## config.mk

```make
export PLATFORM = sky130hd
export DESIGN_NAME = if_fetch_flat
export DESIGN_NICKNAME = d
export VERILOG_FILES = /design/src/rtl/if_fetch_pkg.sv /design/src/rtl/if_fetch_if.sv /design/src/rtl/if_fetch.sv /design/src/flat_wrapper.sv
export SDC_FILE = /design/constraint.sdc
export NUM_CORES = 1
export LEC_CHECK = 0
export ABC_AREA = 1
export ABC_CLOCK_PERIOD_IN_PS = 7800
export BUFFER_PORTS_ARGS = -buffer_cell sky130_fd_sc_hd__buf_2
export CAP_MARGIN = 10
export CORE_UTILIZATION = 55
export DETAILED_ROUTE_END_ITERATION = 6
export GPL_TIMING_DRIVEN = 0
export PLACE_DENSITY_LB_ADDON = 0.15
export SLEW_MARGIN = 15
export SYNTH_ARGS = -nofsm -noshare
export SYNTH_HDL_FRONTEND = slang
export SYNTH_SLANG_ARGS = --single-unit
```

## constraint.sdc

```tcl
create_clock -name clk -period 7.8 [get_ports clk]
set_input_delay 1.95 -clock clk [delete_from_list [all_inputs] [get_ports clk]]
set_output_delay 1.95 -clock clk [all_outputs]
set_load 0.005 [all_outputs]
```

## src/rtl/if_fetch_pkg.sv

```systemverilog
// ============================================================================
// Module  : if_fetch_pkg
// Purpose : Shared bus widths, IF-stage state encodings and helpers.
// Rev     : 1.0  initial release
// ============================================================================
`default_nettype none

package if_fetch_pkg;

  localparam int unsigned IF_REG_BUS_LEN   = 64;
  localparam int unsigned BR_BUS_LEN       = 33;
  localparam logic [31:0] RESET_PC_DEFAULT = 32'h1C00_0000;

  localparam logic [1:0] IF_S_IDLE = 2'd0;
  localparam logic [1:0] IF_S_REQ  = 2'd1;
  localparam logic [1:0] IF_S_WAIT = 2'd2;
  localparam logic [1:0] IF_S_HOLD = 2'd3;

  typedef struct packed {
    logic [31:0] target;
    logic        taken;
  } br_bus_t;

  function automatic logic [31:0] next_pc(input logic [31:0] pc);
    return pc + 32'd4;
  endfunction

endpackage

`default_nettype wire

```

## src/rtl/if_fetch_if.sv

```systemverilog
// ============================================================================
// Module  : if_fetch_if
// Purpose : SRAM-like instruction port (req/addr_ok/data_ok) between fetch and memory.
// Rev     : 1.0  initial release
// ============================================================================
`default_nettype none

interface if_fetch_if;
  logic        req;
  logic        wr;
  logic [1:0]  size;
  logic [3:0]  wstrb;
  logic [31:0] wdata;
  logic [31:0] addr;
  logic        addr_ok;
  logic        data_ok;
  logic [31:0] rdata;

  modport master (
    output req, wr, size, wstrb, wdata, addr,
    input  addr_ok, data_ok, rdata
  );

  modport slave (
    input  req, wr, size, wstrb, wdata, addr,
    output addr_ok, data_ok, rdata
  );
endinterface

`default_nettype wire

```

## src/rtl/if_fetch.sv

```systemverilog
// ============================================================================
// Module  : if_fetch
// Purpose : Instruction-fetch stage; PC, SRAM fetch FSM, branch redirect and
//           wrong-path discard. Optional perf counters under IF_PERF_CNT_EN.
// Rev     : 1.0  initial release
// ============================================================================
`default_nettype none

module if_fetch
  import if_fetch_pkg::*;
#(
  parameter logic [31:0] RESET_PC   = RESET_PC_DEFAULT,
  parameter int unsigned PERF_CNT_W = 32
) (
  input  wire logic                      clk,
  input  wire logic                      reset,
  input  wire logic                      ID_allow_in,
  input  wire logic [BR_BUS_LEN-1:0]     BR_BUS,
  output logic                           IF_valid,
  output logic                           IF_ready_go,
  output logic [IF_REG_BUS_LEN-1:0]      IFreg_bus,
  if_fetch_if.master                     inst_sram,
  output logic [PERF_CNT_W-1:0]          perf_fetch_cnt,
  output logic [PERF_CNT_W-1:0]          perf_cancel_cnt
);

  br_bus_t     br;
  logic        redir;
  logic        disc;
  logic [31:0] inst_word;

  logic [1:0]  state_q,      state_d;
  logic [31:0] fetch_pc_q,   fetch_pc_d;
  logic        redir_pend_q, redir_pend_d;
  logic [31:0] redir_pc_q,   redir_pc_d;
  logic [31:0] inst_buf_q,   inst_buf_d;

  assign br    = br_bus_t'(BR_BUS);
  // A branch is only honoured in the cycle it actually leaves decode.
  assign redir = br.taken & ID_allow_in;
  assign disc  = redir_pend_q | redir;

  always_comb begin
    state_d      = state_q;
    fetch_pc_d   = fetch_pc_q;
    redir_pend_d = redir_pend_q;
    redir_pc_d   = redir_pc_q;
    inst_buf_d   = inst_buf_q;
    case (state_q)
      IF_S_IDLE: state_d = IF_S_REQ;
      IF_S_REQ: begin
        if (redir) begin
          redir_pend_d = 1'b1;
          redir_pc_d   = br.target;
        end
        if (inst_sram.addr_ok) state_d = IF_S_WAIT;
      end
      IF_S_WAIT: begin
        if (inst_sram.data_ok) begin
          if (disc) begin
            fetch_pc_d   = redir ? br.target : redir_pc_q;
            redir_pend_d = 1'b0;
            state_d      = IF_S_REQ;
          end else if (ID_allow_in) begin
            fetch_pc_d = next_pc(fetch_pc_q);
            state_d    = IF_S_REQ;
          end else begin
            inst_buf_d = inst_sram.rdata;
            state_d    = IF_S_HOLD;
          end
        end else if (redir) begin
          redir_pend_d = 1'b1;
          redir_pc_d   = br.target;
        end
      end
      IF_S_HOLD: begin
        if (redir) begin
          fetch_pc_d = br.target;
          state_d    = IF_S_REQ;
        end else if (ID_allow_in) begin
          fetch_pc_d = next_pc(fetch_pc_q);
          state_d    = IF_S_REQ;
        end
      end
      default: state_d = IF_S_IDLE;
    endcase
  end

  always_ff @(posedge clk or posedge reset) begin
    if (reset) begin
      state_q      <= IF_S_IDLE;
      fetch_pc_q   <= RESET_PC;
      redir_pend_q <= 1'b0;
      redir_pc_q   <= 32'd0;
      inst_buf_q   <= 32'd0;
    end else begin
      state_q      <= state_d;
      fetch_pc_q   <= fetch_pc_d;
      redir_pend_q <= redir_pend_d;
      redir_pc_q   <= redir_pc_d;
      inst_buf_q   <= inst_buf_d;
    end
  end

  // fetch_pc_q is the in-flight address until the response is consumed.
  assign inst_word   = (state_q == IF_S_HOLD) ? inst_buf_q : inst_sram.rdata;
  assign IF_valid    = (((state_q == IF_S_WAIT) & inst_sram.data_ok & ~disc) |
                        (state_q == IF_S_HOLD)) & ~redir;
  assign IF_ready_go = IF_valid;
  assign IFreg_bus   = {inst_word, fetch_pc_q};

  assign inst_sram.req   = (state_q == IF_S_REQ);
  assign inst_sram.addr  = fetch_pc_q;
  assign inst_sram.wr    = 1'b0;
  assign inst_sram.size  = 2'b10;
  assign inst_sram.wstrb = 4'b0000;
  assign inst_sram.wdata = 32'd0;

`ifdef IF_PERF_CNT_EN
  logic [PERF_CNT_W-1:0] fetch_cnt_q;
  logic [PERF_CNT_W-1:0] cancel_cnt_q;

  always_ff @(posedge clk or posedge reset) begin
    if (reset) begin
      fetch_cnt_q  <= '0;
      cancel_cnt_q <= '0;
    end else begin
      if (inst_sram.req & inst_sram.addr_ok)
        fetch_cnt_q <= fetch_cnt_q + PERF_CNT_W'(1);
      if ((state_q == IF_S_WAIT) & inst_sram.data_ok & disc)
        cancel_cnt_q <= cancel_cnt_q + PERF_CNT_W'(1);
    end
  end

  assign perf_fetch_cnt  = fetch_cnt_q;
  assign perf_cancel_cnt = cancel_cnt_q;
`else
  assign perf_fetch_cnt  = '0;
  assign perf_cancel_cnt = '0;
`endif

endmodule

`default_nettype wire
```

## src/flat_wrapper.sv

```systemverilog
// flat-port wrapper written by rule: the top's interface ports become plain ports
module if_fetch_flat import if_fetch_pkg::*;
#(
  parameter logic [31:0] RESET_PC   = RESET_PC_DEFAULT,
  parameter int unsigned PERF_CNT_W = 32
)
  (clk, reset, ID_allow_in, BR_BUS, IF_valid, IF_ready_go, IFreg_bus, perf_fetch_cnt, perf_cancel_cnt, inst_sram_req, inst_sram_wr, inst_sram_size, inst_sram_wstrb, inst_sram_wdata, inst_sram_addr, inst_sram_addr_ok, inst_sram_data_ok, inst_sram_rdata);
  if_fetch_if inst_sram_i ();
  input  wire logic clk;
  input  wire logic reset;
  input  wire logic ID_allow_in;
  input  wire logic [BR_BUS_LEN-1:0] BR_BUS;
  output logic IF_valid;
  output logic IF_ready_go;
  output logic [IF_REG_BUS_LEN-1:0] IFreg_bus;
  output logic [PERF_CNT_W-1:0] perf_fetch_cnt;
  output logic [PERF_CNT_W-1:0] perf_cancel_cnt;
  output wire logic [$bits(inst_sram_i.req)-1:0] inst_sram_req;
  output wire logic [$bits(inst_sram_i.wr)-1:0] inst_sram_wr;
  output wire logic [$bits(inst_sram_i.size)-1:0] inst_sram_size;
  output wire logic [$bits(inst_sram_i.wstrb)-1:0] inst_sram_wstrb;
  output wire logic [$bits(inst_sram_i.wdata)-1:0] inst_sram_wdata;
  output wire logic [$bits(inst_sram_i.addr)-1:0] inst_sram_addr;
  input wire logic [$bits(inst_sram_i.addr_ok)-1:0] inst_sram_addr_ok;
  input wire logic [$bits(inst_sram_i.data_ok)-1:0] inst_sram_data_ok;
  input wire logic [$bits(inst_sram_i.rdata)-1:0] inst_sram_rdata;
  assign inst_sram_req = inst_sram_i.req;
  assign inst_sram_wr = inst_sram_i.wr;
  assign inst_sram_size = inst_sram_i.size;
  assign inst_sram_wstrb = inst_sram_i.wstrb;
  assign inst_sram_wdata = inst_sram_i.wdata;
  assign inst_sram_addr = inst_sram_i.addr;
  assign inst_sram_i.addr_ok = inst_sram_addr_ok;
  assign inst_sram_i.data_ok = inst_sram_data_ok;
  assign inst_sram_i.rdata = inst_sram_rdata;
  if_fetch #(.RESET_PC(RESET_PC), .PERF_CNT_W(PERF_CNT_W)) u_core (.clk(clk), .reset(reset), .ID_allow_in(ID_allow_in), .BR_BUS(BR_BUS), .IF_valid(IF_valid), .IF_ready_go(IF_ready_go), .IFreg_bus(IFreg_bus), .inst_sram(inst_sram_i), .perf_fetch_cnt(perf_fetch_cnt), .perf_cancel_cnt(perf_cancel_cnt));
endmodule
```

Yosys cells after proc, flatten, opt, wreduce, memory -nomap -nowiden

Index checks and enable logic that the tools add are counted.

Reduce and logical (&&, ||, !) cells: 8
Multiplexer cells: 20
Eq/ne operators: 8
Add/subtract/negate cells: 1
Bitwise operators: 9

Operators by type and width:

| kind                                                            | count |
|---|---|
| 32-bit two-way mux                                              | 7 |
| 32-bit case mux with 2 select lines                             | 2 |
| 32-bit by 3-bit adder with 32-bit output, second input constant | 1 |
| 2-bit two-way mux                                               | 6 |
| 2-bit case mux with 4 select lines                              | 1 |
| 3-bit by 2-bit != test with 1-bit output, second input constant | 2 |
| 2-bit AND reduction                                             | 3 |
| 1-bit AND                                                       | 4 |
| 2-bit == test, second input constant                            | 2 |
| 2-bit != test, second input constant                            | 2 |
| 4-bit AND reduction                                             | 1 |
| 2-bit nonzero test                                              | 2 |
| 1-bit two-way mux                                               | 3 |
| 1-bit inverter                                                  | 3 |
| 3-bit AND reduction                                             | 1 |
| 2-bit by 1-bit == test with 1-bit output, second input constant | 1 |
| 2-bit logical NOT                                               | 1 |
| 2-bit by 1-bit != test with 1-bit output, second input constant | 1 |
| 1-bit bitwise OR                                                | 2 |
| 1-bit case mux with 2 select lines                              | 1 |

Input port bits: 70
Register bits: 99
Word-level logic and storage cells: 51
Output and inout port bits: 202

Depth between registers and ports, before layout

Depth after elaboration: 6
Gate-level depth with buffers: 12
Depth with buffers taken out: 12

Worst setup path after synthesis

OpenSTA, ideal clock, no wires.

Path kind: input to output
Start point: input ID_allow_in
End point: output IF_valid
Data arrival time: 2.773 ns
Data required time: 5.850 ns
Path buffers: 3
Stages on the path: 8
Path slack: 3.077 ns
Cells stage by stage: buf_6 > nand2_4 > inv_2 > buf_6 > nor2_4 > inv_1 > o21ai_0 > buf_4

Cells in the longest elaborated chain, start to end: 6
Elaborated cells between the ends (all ways): 7
Those cells by class: bitwise (7)

Ends and longest elaborated chain:

| element            | RTL line           | text |
|---|---|---|
| start: declaration | flat_wrapper.sv:11 | `input wire logic ID_allow_in;` |
| 1-bit AND *        | if_fetch.sv:40     | `assign redir = br.taken & ID_allow_in;` |
| 1-bit bitwise OR   | if_fetch.sv:41     | `assign disc = redir_pend_q \| redir;` |
| 1-bit inverter     | if_fetch.sv:107    | `assign IF_valid = (((state_q == IF_S_WAIT) & inst_sram.data_ok & ~disc) \|` |
| 1-bit AND          | if_fetch.sv:107    |  |
| 1-bit bitwise OR   | if_fetch.sv:107    |  |
| 1-bit AND *        | if_fetch.sv:108    | `(state_q == IF_S_HOLD)) & ~redir;` |
| end: declaration   | flat_wrapper.sv:13 | `output logic IF_valid;` |

Every way passes the cells marked *; elsewhere a longest branch is shown, timed or not.

Worst setup path in the final report

Ends and elaborated chain as after synthesis.

==> run metrics <==
status completed; Max-slew headroom 0.568; via density per instance 4.62; Hold Crit Endpoint u_core.inst_buf_q[22]; core area 0.0128 mm^2; sequential fraction of the synthesis area 0.340; io pins 272; crit path launch type input port; Synth Register Bits 99; largest net degree at the start of global routing 83; post-synth top area share 0.329; total gr overflow 0; Slew Limit Fails 0; PwrDens 309 mW/mm^2; postcts setup bufs 0; chip width 117 um; global-route wire length before repair 30200 um; top_reg_cell synth dfrtp_1; # nets final 1442; Synth cell types 41; Max VDD drop 0.144 mV; Final Hold Vio Count 0; Worst-path clk slew 0.06 ns; Resized Gates After CTS 0; gr usage total 0.287; total power 2.80 mW; initial antenna violation count 1; Hold Path Class register to register; RR Endpoint u_core.inst_sram.addr[24]; clk buf depth 2; post-DP HPWL 15200 um; hold depth 2; root buf cell clkbuf_16; Setup crit start ID_allow_in; PnR worst setup slack 2.90 ns; synth cell count leaders nand2_1 (335), buf_4 (141), o21ai_0 (133), inv_1 (124), dfrtp_1 (96); port bufs 167; min-delay src u_core.inst_buf_q[22]; 1st-iter DRT viols 451; largest cells by area after synthesis dfrtp_1 (33%), nand2_1 (17%), buf_4 (15%); RR Startpoint u_core.state_q[0]; Area Overhead vs Synth 24.3%; Skew-Pair Late Insertion Delay 0.35 ns; LEAKAGE 5.09 nW; Post-Synth Simple-Gate Area 0.282; CTS tree yes; Ant. Diodes 0; GPL Wtd Cong 0.877; post-synthesis cell area 0.00729 mm^2; mux cell area share after synthesis 0.00137; internal power 1.60 mW; H-tree Lvls 3; clk sink count 99; Worst Max-Slew Pin Slew 0.648 ns; Die H 117 um; CP Class input port to primary output; data required time at the worst endpoint 5.85 ns; Setup WS pre-CTS 2.89 ns; vias post-DR 7138; Post-synth EDFFs 0; top-count cell post-synth nand2_1; FF-to-FF path depth 9; warning count from the yosys run 0; wire per inst 12.4 um; Clock Skew 0.00814 ns; die area 0.0137 mm^2; max-cap violations 0; Clock power frac 0.169; WP data arrival 2.95 ns; element type at the critical path end primary output; drc violations 0; Setup TNS 0 ns; unrepaired setup endpoints after global routing false; Avg Cell Area, Syn 6.71 um^2; area share of xor/xnor cells in the synthesized design 0.00841; post-synthesis async set-or-reset flop share 1.00; TritonCTS buffer count 9; setup violators final 0; number of routed nets with antenna violations 0; layout cells sized above 1 0.269; combinational share of power 0.497; Initial Util 0.571; hold buffer count at CTS 0; Flop pwr share 0.334; Rows 41; WL final 19200 um; Compound-Gate Fraction of Synth Area 0.125; Fmax achieved 204 MHz; Initial DRT Pass Iterations 6; Synth Instances 1087; post-layout minimum cycle time 4.90 ns; final clock period utilization by the worst path 0.628; area leader, netlist dfrtp_1; Crit Path Max Fanout 10; vias in the first global route 6366; sw frac 0.430; worst reg2reg setup slack 5.74 ns; main combinational cell family by area after synthesis simple AND/OR/NAND/NOR gates; Synth Area in Adders 0.00858; NetSw 1.21 mW
[registers in the layout, indices dropped and copies added (netlist names)]
register / cells
u_core.redir_pend_q: 1
u_core.redir_pc_q: 32
u_core.inst_buf_q: 32
u_core.inst_sram.addr: 32
u_core.state_q: 2
[critical path: stages]
cell and delay (ns):
buf_6 0.12, nand2_4 0.13, inv_2 0.07, buf_6 0.15, nor2_4 0.11, inv_1 0.07
o21ai_0 0.10, buf_4 0.15, buf_2 0.10
[worst max-delay path by stage]
| stage | to |
|---|---|
| after floorplan | IF_valid |
| after global routing | IF_valid |
| after CTS | IF_valid |
| after global placement | u_core.inst_sram.addr[20] |
| final | IF_valid |
| after detailed placement | IF_valid |
[cell type report]
cell class	instances	area, um^2
plain buffers	175	1220
clock buffers	12	256
clock inverters	4	55.1
fillers	1139	3710
inverters	129	489
multi-input cells	785	3490
flip-flops and latches	99	2480
well taps	172	215
repair buffers	168	863
[metal layers]
layer / vias to the layer above / GRT usage / wire length, um
li1: 3709 / - / -
met1: 3058 / 0.360 / 8050
met2: 322 / 0.492 / 9160
met3: 47 / 0.0443 / 1420
met4: 2 / 0.123 / 573
met5: - / 0 / 8
[power groups by stage]
stage | Clock (mW) | Combinational, mW | Sequential [mW]
floorplan | 0 | 0.950 | 0.894
global placement | 0 | 1.35 | 0.933
detailed placement | 0 | 1.38 | 0.942
CTS | 0.476 | 1.39 | 0.935
global route | 0.495 | 1.59 | 0.968
finish | 0.474 | 1.39 | 0.938
[cell families after synthesis]
family | count (synthesis)
and+or+nand+nor | 499
buffers and inverters | 304
AOI/OAI and AO/OA | 170
DFF | 99
xor gates and xnor gates | 7
adders and majority gates | 5
other | 2
muxes | 1
[cell usage in the layout (no fill, tap or decap), drive strengths merged]
cell / instances
a21oi: 12
a31oi: 4
a41oi: 1
and3: 1
buf: 326
bufinv: 1
clkbuf: 29
clkinvlp: 1
conb: 103
dfrtp: 96
dfstp: 3
ha: 5
inv: 131
mux2i: 1
nand2: 340
nand3: 52
nand3b: 1
nand4: 3
nor2: 97
nor3: 2
nor3b: 1
o211ai: 7
o21ai: 140
o21bai: 1
o221ai: 1
o22ai: 3
o41ai: 1
or2: 2
xnor2: 6
xor2: 1
[through the flow]
step | hold slack (ns) | util | area [um^2] | std cells
detailed placement | 0.475 | 0.685 | 8750 | 1528
finish | 0.487 | 0.710 | 9070 | 1544
global route | 0.504 | 0.710 | 9070 | 1544
floorplan | 0.453 | - | 7670 | 1188
CTS | 0.490 | 0.710 | 9070 | 1544
global placement | 0.465 | 0.683 | 8720 | 1527
(Power assumes the default switching activity.)
